<file path="src/rtl/seg7_pkg.sv">
// Shared 7-segment constants: hex glyph table, blank pattern, polarity helper.
// Latency: n/a (constants and a pure function only).
// Backpressure: n/a.
package seg7_pkg;

  // Glyphs are {g,f,e,d,c,b,a}, active-high, indexed by hex digit.
  localparam logic [6:0] SEG_HEX [16] = '{
    7'h3F, 7'h06, 7'h5B, 7'h4F, 7'h66, 7'h6D, 7'h7D, 7'h07,
    7'h7F, 7'h6F, 7'h77, 7'h7C, 7'h39, 7'h5E, 7'h79, 7'h71
  };

  localparam logic [6:0] SEG_OFF = 7'h00;

  function automatic logic [6:0] seg_pol(input logic [6:0] s, input logic active_low);
    return active_low ? ~s : s;
  endfunction

endpackage

</file>
<file path="src/rtl/seg7_hex_decode.sv">
// Combinational hex nibble to active-high gfedcba glyph lookup.
// Latency: 0 cycles (pure combinational).
// Backpressure: none.
module seg7_hex_decode
  import seg7_pkg::*;
(
  input  logic [3:0] nib,
  output logic [6:0] glyph
);

  assign glyph = SEG_HEX[nib];

endmodule

</file>
<file path="src/rtl/seg7_scan_driver.sv">
// Time-multiplexed DIGITS-digit 7-segment driver with shadowed load, LZ blanking and blink.
// Latency: seg/an follow the scan index by 1 cycle; loads become visible at the next frame boundary.
// Backpressure: none; load is always accepted, later loads overwrite the shadow (upd_pending flags it).
module seg7_scan_driver
  import seg7_pkg::*;
#(
  parameter int DIGITS       = 8,
  parameter int SCAN_DIV     = 1000,
  parameter int BLINK_FRAMES = 64,
  parameter bit ACTIVE_LOW   = 1'b1
) (
  input  logic                  clk,
  input  logic                  rst,
  input  logic                  load,
  input  logic [4*DIGITS-1:0]   value,
  input  logic [DIGITS-1:0]     dig_en,
  input  logic [DIGITS-1:0]     blink_mask,
  input  logic                  lz_blank,
  output logic                  upd_pending,
  output logic [6:0]            seg,
  output logic [DIGITS-1:0]     an
);

  localparam int CW = (SCAN_DIV > 1) ? $clog2(SCAN_DIV) : 1;
  localparam int IW = (DIGITS > 1) ? $clog2(DIGITS) : 1;
  localparam int FW = (BLINK_FRAMES > 1) ? $clog2(BLINK_FRAMES) : 1;

  localparam logic [CW-1:0]     CNT_LAST = CW'(SCAN_DIV - 1);
  localparam logic [IW-1:0]     IDX_LAST = IW'(DIGITS - 1);
  localparam logic [FW-1:0]     FRM_LAST = FW'(BLINK_FRAMES - 1);
  localparam logic [DIGITS-1:0] AN_OFF   = ACTIVE_LOW ? {DIGITS{1'b1}} : {DIGITS{1'b0}};

  logic [CW-1:0]       scan_cnt;
  logic [IW-1:0]       idx;
  logic [FW-1:0]       frm_cnt;
  logic                blink_on;

  logic [4*DIGITS-1:0] shd_val;
  logic [DIGITS-1:0]   shd_en;
  logic [DIGITS-1:0]   shd_mask;
  logic [4*DIGITS-1:0] act_val;
  logic [DIGITS-1:0]   act_en;
  logic [DIGITS-1:0]   act_mask;

  logic                scan_wrap;
  logic                frame_end;
  logic [DIGITS-1:0]   lz_mask;
  logic                nz_above;
  logic [3:0]          cur_nib;
  logic [6:0]          cur_glyph;
  logic                lit;
  logic [6:0]          seg_nxt;
  logic [DIGITS-1:0]   an_nxt;

  assign scan_wrap = (scan_cnt == CNT_LAST);
  assign frame_end = scan_wrap && (idx == IDX_LAST);

  always_ff @(posedge clk or posedge rst) begin
    if (rst) begin
      scan_cnt <= '0;
      idx      <= '0;
    end else if (scan_wrap) begin
      scan_cnt <= '0;
      idx      <= (idx == IDX_LAST) ? '0 : idx + 1'b1;
    end else begin
      scan_cnt <= scan_cnt + 1'b1;
    end
  end

  // Blink phase flips every BLINK_FRAMES complete frames.
  always_ff @(posedge clk or posedge rst) begin
    if (rst) begin
      frm_cnt  <= '0;
      blink_on <= 1'b1;
    end else if (frame_end) begin
      if (frm_cnt == FRM_LAST) begin
        frm_cnt  <= '0;
        blink_on <= ~blink_on;
      end else begin
        frm_cnt  <= frm_cnt + 1'b1;
      end
    end
  end

  // Shadow captures on load; active copies the shadow only at a frame boundary so a frame never tears.
  // A load on the boundary cycle lands in the shadow while active takes the previous shadow.
  always_ff @(posedge clk or posedge rst) begin
    if (rst) begin
      shd_val     <= '0;
      shd_en      <= '0;
      shd_mask    <= '0;
      act_val     <= '0;
      act_en      <= '0;
      act_mask    <= '0;
      upd_pending <= 1'b0;
    end else begin
      if (load) begin
        shd_val  <= value;
        shd_en   <= dig_en;
        shd_mask <= blink_mask;
      end
      if (frame_end && upd_pending) begin
        act_val  <= shd_val;
        act_en   <= shd_en;
        act_mask <= shd_mask;
      end
      if (load) begin
        upd_pending <= 1'b1;
      end else if (frame_end) begin
        upd_pending <= 1'b0;
      end
    end
  end

  // Walk from the most significant digit down; a digit is a leading zero while no enabled
  // non-zero nibble has been seen at or above it. Digit 0 always shows.
  always_comb begin
    lz_mask  = '0;
    nz_above = 1'b0;
    for (int i = DIGITS - 1; i >= 0; i--) begin
      if (act_en[i] && (act_val[4*i +: 4] != 4'h0)) begin
        nz_above = 1'b1;
      end
      lz_mask[i] = lz_blank && !nz_above && (i != 0);
    end
  end

  assign cur_nib = act_val[{idx, 2'b00} +: 4];

  seg7_hex_decode u_dec (
    .nib   (cur_nib),
    .glyph (cur_glyph)
  );

  assign lit = act_en[idx] && !(!blink_on && act_mask[idx]) && !lz_mask[idx];

  always_comb begin
    seg_nxt = SEG_OFF;
    an_nxt  = '0;
    if (lit) begin
      seg_nxt = cur_glyph;
      an_nxt  = {{(DIGITS-1){1'b0}}, 1'b1} << idx;
    end
  end

  always_ff @(posedge clk or posedge rst) begin
    if (rst) begin
      seg <= seg_pol(SEG_OFF, ACTIVE_LOW);
      an  <= AN_OFF;
    end else begin
      seg <= seg_pol(seg_nxt, ACTIVE_LOW);
      an  <= ACTIVE_LOW ? ~an_nxt : an_nxt;
    end
  end

endmodule

</file>
<file path="config.mk">
export PLATFORM = sky130hd
export DESIGN_NAME = seg7_scan_driver
export DESIGN_NICKNAME = d
export VERILOG_FILES = /design/src/rtl/seg7_pkg.sv /design/src/rtl/seg7_hex_decode.sv /design/src/rtl/seg7_scan_driver.sv
export SDC_FILE = /design/constraint.sdc
export NUM_CORES = 1
export LEC_CHECK = 0
export ABC_AREA = 1
export CORE_ASPECT_RATIO = 1.2
export CORE_UTILIZATION = 55
export DETAILED_ROUTE_END_ITERATION = 10
export GPL_TIMING_DRIVEN = 0
export PLACE_DENSITY_LB_ADDON = 0.15
export SETUP_SLACK_MARGIN = 0.1
export SLEW_MARGIN = 40
export SYNTH_ARGS = -nofsm -noshare
export SYNTH_HDL_FRONTEND = slang
export SYNTH_HIERARCHICAL = 1
export SYNTH_SLANG_ARGS = --single-unit
</file>
<file path="constraint.sdc">
create_clock -name clk -period 10.1 [get_ports clk]
set_input_delay 1.515 -clock clk [delete_from_list [all_inputs] [get_ports clk]]
set_output_delay 1.515 -clock clk [all_outputs]
set_load 0.02 [all_outputs]
</file>
# After elaboration in Yosys (flattened, before gate mapping)
# Memory sizes are Yosys's and may differ from the RTL's.
# Index checks and enable logic that the tools add are counted.
dict set report word_totals {
  regBits 132
  latch_bits 0
  ramBits 0
  romBits 112
  inputBits 52
  out_inout_bits 16
  wordCells 88
  mem_count 1
}
# name depth word_bits rd rd_clocked_by_memory_dff write_ports line
set memory_table {}
lappend memory_table {{(name not given)} 16 7 1 0 0 seg7_hex_decode.sv:11} ;# assign glyph = SEG_HEX[nib];
dict set report classes {
  addsub 3
  multipliers 0
  n_div 0
  order_cmp 2
  eq_ne 3
  shift 2
  n_mux 22
  n_bitwise 4
  n_reduce_logical 38
}
# operator count
set op_table {}
lappend op_table {{$shiftx 32x6->4} 1}
lappend op_table {{$reduce_bool 4->1} 7}
lappend op_table {{$mux 7} 3}
lappend op_table {{$logic_and 1x1->1} 19}
lappend op_table {{$mux 1} 12}
lappend op_table {{$add 10x1->10 const B} 1}
lappend op_table {{$eq 10x10->1 const B} 1}
lappend op_table {{$logic_not 1->1} 10}
lappend op_table {{$mux 10} 1}
lappend op_table {{$bmux 1 s3} 3}
lappend op_table {{$mux 8} 1}
lappend op_table {{$not 8->8} 1}
lappend op_table {{$shl 1x3->8 const A} 1}
lappend op_table {{$not 7->7} 1}
lappend op_table {{$add 6x1->6 const B} 1}
lappend op_table {{$eq 6x6->1 const B} 1}
lappend op_table {{$mux 6} 1}
lappend op_table {{$ge 5x5->1 const B} 1}
lappend op_table {{$not 4->5} 1}
lappend op_table {{$lt 3x4->1 const B} 1}
lappend op_table {{$add 3x1->3 const B} 1}
lappend op_table {{$eq 3x3->1 const B} 1}
lappend op_table {{$mux 3} 1}
lappend op_table {{$reduce_and 2->1} 1}
lappend op_table {{2 further kinds} 2}

# Logic depth before layout (Yosys ltp)
dict set report depth {
  depth_word 17
  mapped_depth 16
  ltp_nobuf 14
}

# Hierarchy
# Netlist, hierarchy kept.
# module instances cells_each area_per_inst_um2 seq_area_each_um2
set modules_own_cells {}
lappend modules_own_cells {seg7_scan_driver 1 669 5780.5 3323.2}
lappend modules_own_cells {seg7_hex_decode 1 52 270.3 0.0}

# Worst setup path before layout
# Ideal clock, no wire load.
dict set report synth_path {
  path_type {input to register}
  from {in load}
  to {reg shd_en[1]}
  setup_time_ps 83
  t_arrival_ps 2344
  required_time_ps 10017
  setup_slack_ps 7673
  cell_stages 5
  path_buffers 3
  cell_sequence {clkbuf_1 -> clkbuf_1 -> clkbuf_1 -> nand2_1 -> o21ai_0}
}
# element line
set synth_lines {}
lappend synth_lines {{from (decl)} seg7_scan_driver.sv:14} ;# input logic load,
lappend synth_lines {{to (signal assigned)} seg7_scan_driver.sv:99} ;# shd_en <= dig_en;
lappend synth_lines {{to (decl)} seg7_scan_driver.sv:39} ;# logic [DIGITS-1:0] shd_en;

# Worst setup path in the final report
dict set report layout_path {
  from {reg an[7]}
  to {out an[7]}
}
# element line
set layout_lines {}
lappend layout_lines {{from (decl)} seg7_scan_driver.sv:21} ;# output logic [DIGITS-1:0] an
lappend layout_lines {{from (signal assigned)} seg7_scan_driver.sv:152} ;# an <= ACTIVE_LOW ? ~an_nxt : an_nxt;
# No word-level cell between the ends.

==> results.tsv <==
metric	value	unit
status	finished, violations left	
failing checks	DRC	
CTS Root Cell	clkbuf_16	
Die Ht	117	µm
DRC	10	
Fillers	819	
Ports	68	
Switch Pwr	0.260	mW
Reg power frac	0.459	
placer congestion estimate	0.901	
Die ar.	11400	µm²
std cell rows	41	
dominant cell type by area after synthesis	dfrtp_1	
Hold Buf Count CTS	0	
Synth top area share	0.480	
Max FO, Critical Path	1	
fmax	329	MHz
Syn Nets	788	
Synth area leaders	dfrtp_1, nand2_1, dfstp_2	
r2r setup slk	7410	ps
dpl hpwl	9310	µm
slew margin rel.	0.628	
# resized after CTS	0	
top cell family by delay on the critical path	buffers and inverters	
Largest stage delay, worst path	590	ps
via count	4927	
Max stage delay cell, worst path	clkdlybuf4s50_1	
RSZ-0062 raised after global routing	no	
post-synthesis compound-gate area fraction	0.118	
fin util	0.704	
Switching Share	0.217	
FFs w/ async S/R, synth	1.00	
HP Class	reg -> reg	
Req. time, crit path	8590	ps
Routed wire per std cell	13.7	µm
Gate power share	0.052	
Final Cycle Share	0.301	
largest net degree at the start of global routing	71	
Post-Layout Cell Count	949	
port buffer count	66	
leakage power	3.53	nW
Chip Width	97.8	µm
initial DRC count	241	
Mapped Cells	721	
initial antenna violation count	0	
vias in the first global route	4985	
Final #Nets	874	
setup TNS	0	ps
Yosys reg bits	132	
clk_skew	7.26	ps
Initial Util	0.570	
post-synthesis sequential area ratio	0.549	
CP Capture Type	primary output	
CTS buffer count	17	
first-pass GRT wire length	22400	µm
Adder-Cell Fraction of Synth Area	0.0310	
# Post-CTS Setup Buffers	0	
internal power	0.940	mW
Peak VDD IR	124	µV
simple-gate share of the synthesized area	0.201	
Worst Max-Slew Pin Slew	558	ps
Yosys warning count	6	
Setup Viol. Count Final	0	
CTS tree	built	
gr ovfl total	0	
CTS Buffer Depth	2	
dpl cells	917	
clock-pin slew on the worst setup and hold paths	60	ps
power share of the clock group	0.489	
CTS H-tree depth	4	
Final Hold Fails	0	
syn_area_per_cell	8.39	µm²
synth unique cells	31	
Max-cap violations	0	
CP Launch Type	register	
CP bufs+invs	1	
post-synthesis mux area share	0	
EDFF count, synth	0	
antenna-violating nets left	0	
Ant. Diodes	0	
Setup CP Type	reg -> out	
Top FF cell, synth	dfrtp_1	
largest family of logic cells by synthesized area	simple AND/OR/NAND/NOR gates	
share of cells above drive strength 1	0.0866	
most common cell after layout, fill and taps aside	nand2_1	
core area	10600	µm²
Final min period	3040	ps
Clock Sinks	132	
WP data arrival	1520	ps
synthesis-to-finish area growth	23.5	%
Total Wirelength	13000	µm
DP Area	6910	µm²
crit-path cells	clkdlybuf4s50_1	
max-slew violation count	0	
Synth Area in XOR/XNOR	0.0101	
PD cells	161	nW/µm²
commonest cells after routing, fill and taps aside	nand2_1, dfrtp_1, inv_1, o21ai_0, clkdlybuf4s50_1	
synthesized area	6050	µm²
fin area	7470	µm²
router iterations before antenna repair	8	
Total Routing Usage GR	0.250	
clock latency on the worst-skew pair	420	ps
Vias/cell	5.19	
==> through the flow <==
step / power, mW / hold slack, ps / worst slack [ps]
after floorplan: 0.589 / 433 / 5090
after global placement: 0.618 / 444 / 3500
after detailed placement: 0.623 / 457 / 7030
after CTS: 1.21 / 471 / 7040
after global routing: 1.24 / 494 / 7020
final: 1.20 / 463 / 7060
==> sequential cells by signal, summed over array words and instances (netlist names) <==
signal,count
an,8
act_val,32
shd_en,8
upd_pending,1
act_en,8
idx,3
frm_cnt,6
shd_val,32
scan_cnt,10
seg,7
act_mask,8
shd_mask,8
blink_on,1
==> final cells by class <==
type,instances,area (µm²),share of cell area
buffer,34,178,0.0238
clock buffer,21,450,0.0603
clock inverter,11,113,0.0151
inverter,98,375,0.0502
multi-input combinational,457,2180,0.292
sequential,132,3320,0.445
tap,129,161,0.0216
timing repair buffer,67,688,0.0921
==> Yosys cell counts (3+ instances only) <==
master,number
nand2_1,193
dfrtp_1,116
inv_1,93
o21ai_0,80
o21ai_1,48
nand3_1,43
nor2_1,42
dfstp_2,16
clkbuf_1,15
ha_1,15
a21oi_1,8
buf_2,7
nor3_1,7
buf_1,6
buf_6,5
xor2_1,5
inv_2,3
==> path summary, 6_finish.rpt <==
path,start,endpoint,depth (start not counted)
max in group asynchronous,rst,blink_on$_DFFE_PP1P_,3
worst min register to register,scan_cnt[0]$_DFF_PP0_,scan_cnt[0]$_DFF_PP0_,1
worst max-delay path,an[7]$_DFF_PP1_,an[7],1
worst min-delay path,scan_cnt[0]$_DFF_PP0_,scan_cnt[0]$_DFF_PP0_,1
worst max register to register,idx[0]$_DFFE_PP0N_,seg[3]$_DFF_PP1_,14
min in group asynchronous,rst,act_val[21]$_DFFE_PP0P_,2
==> cell families after synthesis <==
kind of cell             count (synthesis)
XOR/XNOR                                 7
buffers and inverters                  132
adder cells (fa/ha/maj)                 15
AND/OR/NAND/NOR                        294
AO/OA/AOI/OAI                          141
flip-flops                             132
==> routing by layer <==
| layer | track usage | part of all wire | vias to the layer above |
|---|---|---|---|
| met5 | 0 | 0 | - |
| met4 | 0.110 | 0.023 | 0 |
| met3 | 0.0552 | 0.036 | 28 |
| met2 | 0.435 | 0.50 | 109 |
| met1 | 0.304 | 0.44 | 2349 |
| li1 | - | - | 2441 |
==> power groups by stage <==
stage,logic [mW],registers (mW),clock network (mW)
detailed placement,0.0625,0.560,0
finish,0.0619,0.551,0.587
CTS,0.0634,0.551,0.592
floorplan,0.0299,0.559,0
global route,0.0710,0.553,0.615
global placement,0.0585,0.560,0
Note: power is estimated with default switching activity, not from simulation.
